## src/rtl/topk_stream_drain_if.sv

```systemverilog
// Sample-in / drained-result-out stream bundle for topk_stream_drain.
// slave is the top-k block, master is the producer/consumer side.
interface topk_stream_drain_if #(
    parameter int DATA_WIDTH = 32
);
    logic                  din_valid;
    logic [DATA_WIDTH-1:0] din;
    logic                  out_valid;
    logic                  out_ready;
    logic [DATA_WIDTH-1:0] dout;
    logic                  out_last;

    modport slave (
        input  din_valid, din, out_ready,
        output out_valid, dout, out_last
    );

    modport master (
        output din_valid, din, out_ready,
        input  out_valid, dout, out_last
    );
endinterface

```

## src/rtl/topk_stream_drain.sv

```systemverilog
// Sorted bank of the K largest unsigned samples, drained largest-first on flush.
// Optional macro TOPK_DEDUP_EN: drop samples equal to any held entry.
module topk_stream_drain #(
    parameter int DATA_WIDTH = 32,
    parameter int K          = 4
) (
    input  logic                   clk,
    input  logic                   resetn,
    topk_stream_drain_if.slave     bus,
    input  logic                   flush,
    output logic                   busy,
    output logic [$clog2(K+1)-1:0] count
);
    localparam int CW = $clog2(K+1);

    typedef enum logic {COLLECT, DRAIN} state_t;

    state_t state, state_nx;

    logic [DATA_WIDTH-1:0] top     [K];
    logic [DATA_WIDTH-1:0] ins_arr [K];
    logic [DATA_WIDTH-1:0] sh_arr  [K];
    logic [K-1:0]          keep;
    logic                  dup;
    logic                  full;
    logic                  ins;
    logic                  hs;

    assign full = (count == CW'(K));
    assign hs   = (state == DRAIN) && bus.out_ready;

    assign bus.out_valid = (state == DRAIN);
    assign busy          = (state == DRAIN);
    assign bus.dout      = top[0];
    assign bus.out_last  = (state == DRAIN) && (count == CW'(1));

    // keep[i]: valid entry that stays ahead of din (>= puts din after ties)
    always_comb begin
        keep = '0;
        dup  = 1'b0;
        for (int i = 0; i < K; i++) begin
            keep[i] = (CW'(i) < count) && (top[i] >= bus.din);
            sh_arr[i] = '0;
`ifdef TOPK_DEDUP_EN
            dup = dup | ((CW'(i) < count) && (top[i] == bus.din));
`endif
        end
        ins_arr[0] = keep[0] ? top[0] : bus.din;
        for (int i = 1; i < K; i++) begin
            if (keep[i])
                ins_arr[i] = top[i];
            else if (keep[i-1])
                ins_arr[i] = bus.din;
            else
                ins_arr[i] = top[i-1];
            sh_arr[i-1] = top[i];
        end
    end

    assign ins = (state == COLLECT) && bus.din_valid && !dup &&
                 (!full || (bus.din > top[K-1]));

    always_ff @(posedge clk or negedge resetn) begin
        if (!resetn)
            state <= COLLECT;
        else
            state <= state_nx;
    end

    always_comb begin
        state_nx = state;
        unique case (state)
            COLLECT:
                if (flush && ((count != '0) || ins))
                    state_nx = DRAIN;
            DRAIN:
                if (hs && bus.out_last)
                    state_nx = COLLECT;
            default:
                state_nx = COLLECT;
        endcase
    end

    // Freed slots above count are always 0, which the insert path relies on
    always_ff @(posedge clk or negedge resetn) begin
        if (!resetn) begin
            count <= '0;
            for (int i = 0; i < K; i++)
                top[i] <= '0;
        end else if (ins) begin
            top <= ins_arr;
            if (!full)
                count <= count + CW'(1);
        end else if (hs) begin
            top   <= sh_arr;
            count <= count - CW'(1);
        end
    end
endmodule

```

## src/flat_wrapper.sv

```systemverilog
// flat-port wrapper written by rule: the top's interface ports become plain ports
module topk_stream_drain_flat 
#(
    parameter int DATA_WIDTH = 32,
    parameter int K          = 4
)
  (clk, resetn, flush, busy, count, bus_din_valid, bus_din, bus_out_ready, bus_out_valid, bus_dout, bus_out_last);
  topk_stream_drain_if #(.DATA_WIDTH(DATA_WIDTH)) bus_i ();
  input  logic clk;
  input  logic resetn;
  input  logic flush;
  output logic busy;
  output logic [$clog2(K+1)-1:0] count;
  input wire logic [$bits(bus_i.din_valid)-1:0] bus_din_valid;
  input wire logic [$bits(bus_i.din)-1:0] bus_din;
  input wire logic [$bits(bus_i.out_ready)-1:0] bus_out_ready;
  output wire logic [$bits(bus_i.out_valid)-1:0] bus_out_valid;
  output wire logic [$bits(bus_i.dout)-1:0] bus_dout;
  output wire logic [$bits(bus_i.out_last)-1:0] bus_out_last;
  assign bus_i.din_valid = bus_din_valid;
  assign bus_i.din = bus_din;
  assign bus_i.out_ready = bus_out_ready;
  assign bus_out_valid = bus_i.out_valid;
  assign bus_dout = bus_i.dout;
  assign bus_out_last = bus_i.out_last;
  topk_stream_drain #(.DATA_WIDTH(DATA_WIDTH), .K(K)) u_core (.clk(clk), .resetn(resetn), .bus(bus_i), .flush(flush), .busy(busy), .count(count));
endmodule
```

## config.mk

```make
export PLATFORM = sky130hd
export DESIGN_NAME = topk_stream_drain_flat
export DESIGN_NICKNAME = d
export VERILOG_FILES = /design/src/rtl/topk_stream_drain_if.sv /design/src/rtl/topk_stream_drain.sv /design/src/flat_wrapper.sv
export SDC_FILE = /design/constraint.sdc
export NUM_CORES = 1
export LEC_CHECK = 0
export CAP_MARGIN = 20
export CORE_ASPECT_RATIO = 0.8
export CORE_MARGIN = 5
export CORE_UTILIZATION = 50
export DETAILED_ROUTE_END_ITERATION = 10
export PLACE_DENSITY_LB_ADDON = 0.08
export SYNTH_ARGS = -nofsm -noshare
export SYNTH_HDL_FRONTEND = slang
export SYNTH_SLANG_ARGS = --single-unit
```

## constraint.sdc

```tcl
create_clock -name clk -period 3.2 [get_ports clk]
set_input_delay 0.64 -clock clk [delete_from_list [all_inputs] [get_ports clk]]
set_output_delay 0.64 -clock clk [all_outputs]
set_load 0.005 [all_outputs]
```

Word level (Yosys, flattened, before mapping)
Cells that the tools add are included.
{"block": "word_totals", "reg_bits": 132, "inputBits": 37, "out_inout_bits": 38, "elab_cells": 60}
{"block": "op_classes", "n_addsub": 2, "n_lt_le_gt_ge": 9, "eq_ne": 7, "mux": 15, "bitwise_logic": 1, "n_reduce_logical": 20}
{"operator": "$mux 128", "n": 2}
{"operator": "$mux 32", "n": 7}
{"operator": "$ge 32x32->1", "n": 4}
{"operator": "$gt 32x32->1", "n": 1}
{"operator": "$logic_and 1x1->1", "n": 10}
{"operator": "$ne 2x2->1 const B", "n": 5}
{"operator": "$reduce_and 2->1", "n": 5}
{"operator": "$mux 3", "n": 3}
{"operator": "$lt 1x3->1 const A", "n": 2}
{"operator": "$lt 2x3->1 const A", "n": 2}
{"operator": "$add 3x1->3 const B", "n": 1}
{"operator": "$eq 3x1->1 const B", "n": 1}
{"operator": "$eq 3x3->1 const B", "n": 1}
{"operator": "$reduce_bool 3->1", "n": 1}
{"operator": "$sub 3x1->3 const B", "n": 1}
{"operator": "$logic_or 1x1->1", "n": 2}
{"operator": "$mux 1", "n": 2}
{"operator": "$pmux 1 s2", "n": 1}
{"operator": "$reduce_bool 2->1", "n": 1}
{"operator": "$logic_not 1->1", "n": 1}
{"operator": "$not 1->1", "n": 1}

Longest topological paths before layout
{"block": "logic_depth", "depth_word": 8, "depth_mapped": 11, "mapped_depth_nobuf": 9}

Worst setup path after synthesis
Ideal clock, no wire load.
{"block": "synth_timing", "kind": "input-to-reg", "start": "input port bus_din[0]", "end": "register u_core.top (netlist bit u_core.sh_arr[97])", "setup_ps": 134, "t_arrival_ps": 2856, "required_ps": 3066, "slack_ps": 211, "cell_stages": 10, "path_buffers": 2, "cell_sequence": "ha_1 -> nand2b_1 -> a2111oi_2 -> o32ai_1 -> or4_1 -> a211oi_4 -> and2_1 -> buf_2 -> buf_4 -> a221oi_1"}
{"block": "synth_via", "elab_chain_cells": 5, "word_cells_on_any_way": 13, "classes_between": "3 x order compare; 1 x eq/ne; 3 x mux; 6 x reduce/logical"}
{"item": "from (decl)", "line_no": "flat_wrapper.sv:15", "source": "input wire logic [$bits(bus_i.din)-1:0] bus_din;"}
{"item": "$ge 32x32->1 or $gt 32x32->1 (tied branches)", "line_no": "topk_stream_drain.sv:42, topk_stream_drain.sv:61"}
{"item": "$logic_and 1x1->1 or $logic_or 1x1->1 (tied branches)", "line_no": "topk_stream_drain.sv:42, topk_stream_drain.sv:61"}
{"item": "$mux 32 or $logic_and 1x1->1 (tied branches)", "line_no": "topk_stream_drain.sv:52, topk_stream_drain.sv:60"}
{"item": "$mux 32, or another cell as far along", "line_no": "topk_stream_drain.sv:50", "source": "if (keep[i])"}
{"item": "$mux 128 or $reduce_and 2->1 (tied branches)"}
{"item": "to (signal assigned)", "line_no": "topk_stream_drain.sv:91", "source": "top <= ins_arr;"}
{"item": "to (signal assigned)", "line_no": "topk_stream_drain.sv:95", "source": "top <= sh_arr;"}
{"item": "to (decl)", "line_no": "topk_stream_drain.sv:20", "source": "logic [DATA_WIDTH-1:0] top [K];"}
Parallel ways exist; a longest one is shown, timed or not. The select of a mux whose other input is x is not followed.
A chain may end at the register's enable or synchronous reset.

Final worst setup path
{"block": "layout_timing", "start": "input port bus_din[23]", "end": "register u_core.top (netlist bit u_core.bus.dout[8])"}
{"block": "layout_via", "elab_chain_cells": 5, "word_cells_on_any_way": 9, "classes_between": "2 x order compare; 1 x eq/ne; 1 x mux; 5 x reduce/logical"}
{"item": "$gt 32x32->1", "line_no": "topk_stream_drain.sv:61", "source": "(!full || (bus.din > top[K-1]));"}
{"item": "$logic_or 1x1->1", "line_no": "topk_stream_drain.sv:61"}
{"item": "$logic_and 1x1->1", "line_no": "topk_stream_drain.sv:60", "source": "assign ins = (state == COLLECT) && bus.din_valid && !dup &&"}
{"item": "$ne 2x2->1 (no line) or $reduce_bool 2->1 (tied branches)"}
{"item": "$reduce_and 2->1 (no line)"}
Parallel ways exist; a longest one is shown, timed or not.

==> results.txt <==
The number of failing hold endpoints at the final stage is 0. The analysis attributes to cell leakage a power of 7.05 nW. The run gives 0 as the initial antenna violation count. The post-CTS clock slew at the launch and capture registers of the worst setup and hold paths was 0.07 ns; the maximum clock path buffer count was 2. The areal power density over the cells is 815 nW/um^2. The post-route netlist has 26.2% of its cells at a drive strength greater than 1. The tools report the final antenna diode count as 0. The tools report the endpoint kind of the worst setup timing path as a flop. The congestion estimate from routability-driven global placement came to 0.846.

In the detailed route, the total length drawn on met3 is 1.74 mm. Setup repair after global routing could not meet its margin everywhere. Die area: 22700 um^2.

The detail route stage leaves a number of antenna-violating nets equal to 0. After the last flow step, the layout net total stands at 1324. Data on the critical path arrives at its endpoint at 3.49 ns. At the worst endpoint, the required time is 3.52 ns.

A synthesized cell averages 10.3 um^2. After the first detailed-routing iteration, the DRC count stood at 671. The run gives 0.0303 ns as the final worst setup slack.

The run finished with clean final reports. The sum of routed wire length over all layers was 30.3 mm. The clock tree root driver cell is sky130_fd_sc_hd__clkbuf_16. The commonest register cell after synthesis is sky130_fd_sc_hd__dfrtp_1.

The detailed-route wire length per cell came out at 21.2 um. The tree built by TritonCTS fans out to 132 sinks. The total global routing track utilization is 26.5%. The number of cells on the worst reg-to-reg path is 12. The type of the worst setup path is input pin to flop. The run gives 8403 as the via count of the first global-routing pass. Uppermost signal routing layer after detailed routing: met4.

The tools report the number of hold-repair buffers added at the cts stage as 0. Before CTS, the worst setup slack after placement is -0.577 ns. At the pin with the least slew margin, the transition time is 0.565 ns. Power comes to 10.7 mW.

The run gives 21.1 mm as the sum of net half-perimeters after detailed placement. Wire length on met1: 14.8 mm. The run gives 0 as the number of max-slew violations in the final report. The endpoint identified for the worst register-to-register timing path is u_core.sh_arr[118]. The logs give 46 for the number of rows created at floorplan and 33.4% for the register area share after synthesis. The tools report the count of H-tree levels built during CTS as 4. After detailed routing, the number of remaining DRC violations is 0.

The setup check on the worst reg-to-reg path leaves a slack of 0.21 ns. Dividing the final minimum period by the clock period gives 99.1%. Summed over all nets, wire length on met2 after detailed routing comes to 13.4 mm.

Post-synthesis instance area: 9890 um^2. Synthesis produced 956 cells. The largest net degree at the start of global routing is 62, and the number of buffers added on ports is 74.

Once placement completed, the tool counted placed cells totaling 1386. For the number of max-cap violations, the log shows 0. For the number of search-and-repair iterations in the first detailed-routing pass, the log shows 6.

The tools report the worst setup skew after layout as 0.0117 ns. From bottom edge to top edge, the die measures 136 um. The core region is 19600 um^2.

The number of top-level pins came out at 75. The startpoint identified for the worst register-to-register timing path is u_core.bus.dout[0]. Counting flops with an async set or reset pin after synthesis yields a share of 100%. TritonCTS built the clock tree.

The synthesized design contains 132 register bits. The headroom to the max-slew limit is 62.2%. The largest fanout of any net on the critical path was 20. The vias after detailed routing was 8392; the number of enable-type register cells in the synthesized netlist was 0. The run gives 0.44 ns as the later-pin clock latency in the skew report.

The run gives 17 as the number of clock buffers inserted by TritonCTS. The fmax is 315 MHz. STA classifies the critical path startpoint as an input pin.

From synthesis to final layout, the design area changed by 33.3%. The first global-routing pass estimated 47.2 mm of wire. Global routing finished with a remaining overflow of 0.

From left edge to right edge, the die measures 167 um. For the finished layout, the period the worst path requires is 3.17 ns. The net count of the mapped netlist was 1125; the final non-filler cell total was 1431. VDD sags by at most 394 uV. The min-delay analysis places its worst path in the category input pin to async pin.

During synthesis, Yosys emitted a total of 0 warnings. Yosys mapped the design onto 56 distinct sky130hd cell types. For this configuration, the core starts out at a cell density of 50.4%. Using the TritonRoute via totals, the vias-per-cell ratio works out to 5.86.

The run gives 0 as the final-report setup violation count.
==> critical path: stages <==
cell	delay (ns)
sky130_fd_sc_hd__clkdlybuf4s50_1	0.48
sky130_fd_sc_hd__inv_1	0.06
sky130_fd_sc_hd__ha_1	0.32
sky130_fd_sc_hd__nand4_1	0.24
sky130_fd_sc_hd__nor4_2	0.35
sky130_fd_sc_hd__buf_4	0.16
sky130_fd_sc_hd__inv_1	0.04
sky130_fd_sc_hd__a311oi_2	0.28
sky130_fd_sc_hd__nor3_2	0.11
sky130_fd_sc_hd__buf_4	0.15
sky130_fd_sc_hd__a21o_4	0.23
sky130_fd_sc_hd__buf_12	0.16
sky130_fd_sc_hd__o221a_2	0.25
==> metrics by stage <==
step	area, um^2	hold WS, ns	TNS, ns	utilization, %
after floorplan	9890	0.344	0	-
after global placement	12000	0.545	-58.89	61.2
final	13200	0.115	0	67.2
after global routing	13200	0.129	-1.45	67.2
after CTS	12800	0.122	-0.00190	65.1
after detailed placement	12000	0.554	-63.12	61.2
==> power by group <==
part	internal, mW	total, mW	switching (mW)
registers	2.23	2.96	0.725
clock network	1.24	2.07	0.824
logic	2.97	5.72	2.74
total	6.45	10.7	4.29
==> repair_timing <==
action,in CTS,in global routing
setup endpoints to repair,109,128
setup buffers,3,7
hold endpoints to repair,0,0
resized for setup,25,65
pin swaps,1,19
cloned,1,3
==> routing by layer <==
| metal | global-route usage, % | vias up |
|---|---|---|
| li1 | - | 3967 |
| met1 | 39.3 | 4167 |
| met2 | 40.2 | 225 |
| met3 | 4.93 | 33 |
| met4 | 6.71 | 0 |
| met5 | 0 | - |
==> cells in the final DEF, fill, tap and decap left out, types with 10 or more instances in the layout <==
cell type	netlist	routed
sky130_fd_sc_hd__a21oi_1	48	42
sky130_fd_sc_hd__a221oi_2	29	32
sky130_fd_sc_hd__buf_12	0	17
sky130_fd_sc_hd__buf_4	7	121
sky130_fd_sc_hd__clkbuf_16	0	20
sky130_fd_sc_hd__clkdlybuf4s50_1	0	61
sky130_fd_sc_hd__dfrtp_1	132	132
sky130_fd_sc_hd__dlymetal6s2s_1	0	10
sky130_fd_sc_hd__ha_1	132	125
sky130_fd_sc_hd__inv_1	73	60
sky130_fd_sc_hd__inv_2	0	13
sky130_fd_sc_hd__mux2i_1	193	189
sky130_fd_sc_hd__nand2_1	96	94
sky130_fd_sc_hd__nand3_1	18	18
sky130_fd_sc_hd__nand4_1	16	16
sky130_fd_sc_hd__nor2_1	40	39
sky130_fd_sc_hd__o21ai_0	14	10
sky130_fd_sc_hd__o221a_2	32	32
==> logic make-up after synthesis <==
kind of cell    share of synthesized area (%)
compound gates                           15.7
xor+xnor                                0.177
fa+ha+maj                                16.7
buf+inv                                  4.87
flops                                    33.4
mux                                      19.7
simple gates                             9.53
==> how the worst max path moves through the flow <==
stage | from | endpoint | slack [ns] | cells past startpoint
floorplan | bus_din[0] | u_core.sh_arr[97] | 0.21 | 10
global placement | bus_din[0] | u_core.sh_arr[92] | -0.53 | 12
detailed placement | bus_din[0] | u_core.sh_arr[109] | -0.58 | 12
CTS | bus_din[23] | u_core.sh_arr[109] | -0.002 | 14
global route | bus_din[30] | u_core.bus.dout[12] | -0.04 | 13
finish | bus_din[23] | u_core.bus.dout[8] | 0.03 | 13
==> flip-flops by register name, indices dropped and copies added (netlist names) <==
signal and cells:
u_core.sh_arr 96, u_core.bus.out_valid 1, u_core.count 3, u_core.bus.dout 32
==> layout make-up <==
class / instances / area [um^2]
Tap cell: 264 / 330
Inverter: 73 / 274
Timing Repair Buffer: 223 / 2200
Sequential cell: 132 / 3300
Multi-Input combinational cell: 708 / 6470
Fill cell: 1521 / 6440
Clock inverter: 12 / 156
Clock buffer: 19 / 443
==> cell usage after synthesis (2+ instances only) <==
master | number | share of area [%]
sky130_fd_sc_hd__mux2i_1 | 193 | 20
sky130_fd_sc_hd__dfrtp_1 | 132 | 33
sky130_fd_sc_hd__ha_1 | 132 | 17
sky130_fd_sc_hd__nand2_1 | 96 | 3.6
sky130_fd_sc_hd__inv_1 | 73 | 2.8
sky130_fd_sc_hd__a21oi_1 | 48 | 2.4
sky130_fd_sc_hd__nor2_1 | 40 | 1.5
sky130_fd_sc_hd__o221a_2 | 32 | 3.6
sky130_fd_sc_hd__a221oi_2 | 29 | 4.4
sky130_fd_sc_hd__clkbuf_1 | 18 | 0.68
sky130_fd_sc_hd__nand3_1 | 18 | 0.91
sky130_fd_sc_hd__buf_2 | 16 | 0.81
sky130_fd_sc_hd__nand4_1 | 16 | 1.0
sky130_fd_sc_hd__o21ai_0 | 14 | 0.71
sky130_fd_sc_hd__a21o_1 | 8 | 0.61
sky130_fd_sc_hd__a221oi_1 | 8 | 0.71
sky130_fd_sc_hd__and4_1 | 7 | 0.62
sky130_fd_sc_hd__buf_4 | 7 | 0.53
sky130_fd_sc_hd__nor3_1 | 5 | 0.25
sky130_fd_sc_hd__a211oi_1 | 4 | 0.30
sky130_fd_sc_hd__a21boi_0 | 4 | 0.30
sky130_fd_sc_hd__and2_1 | 4 | 0.25
sky130_fd_sc_hd__nand2b_1 | 4 | 0.25
sky130_fd_sc_hd__o21a_1 | 4 | 0.30
sky130_fd_sc_hd__nor2b_1 | 3 | 0.19
sky130_fd_sc_hd__nor4_1 | 3 | 0.19
sky130_fd_sc_hd__a31oi_1 | 2 | 0.13
sky130_fd_sc_hd__and3_1 | 2 | 0.13
sky130_fd_sc_hd__buf_1 | 2 | 0.076
sky130_fd_sc_hd__o2111ai_1 | 2 | 0.18
sky130_fd_sc_hd__o211ai_1 | 2 | 0.15
sky130_fd_sc_hd__o21bai_1 | 2 | 0.15
sky130_fd_sc_hd__or4_1 | 2 | 0.15
sky130_fd_sc_hd__xnor2_1 | 2 | 0.18
Power figures use the tool's default switching activity.
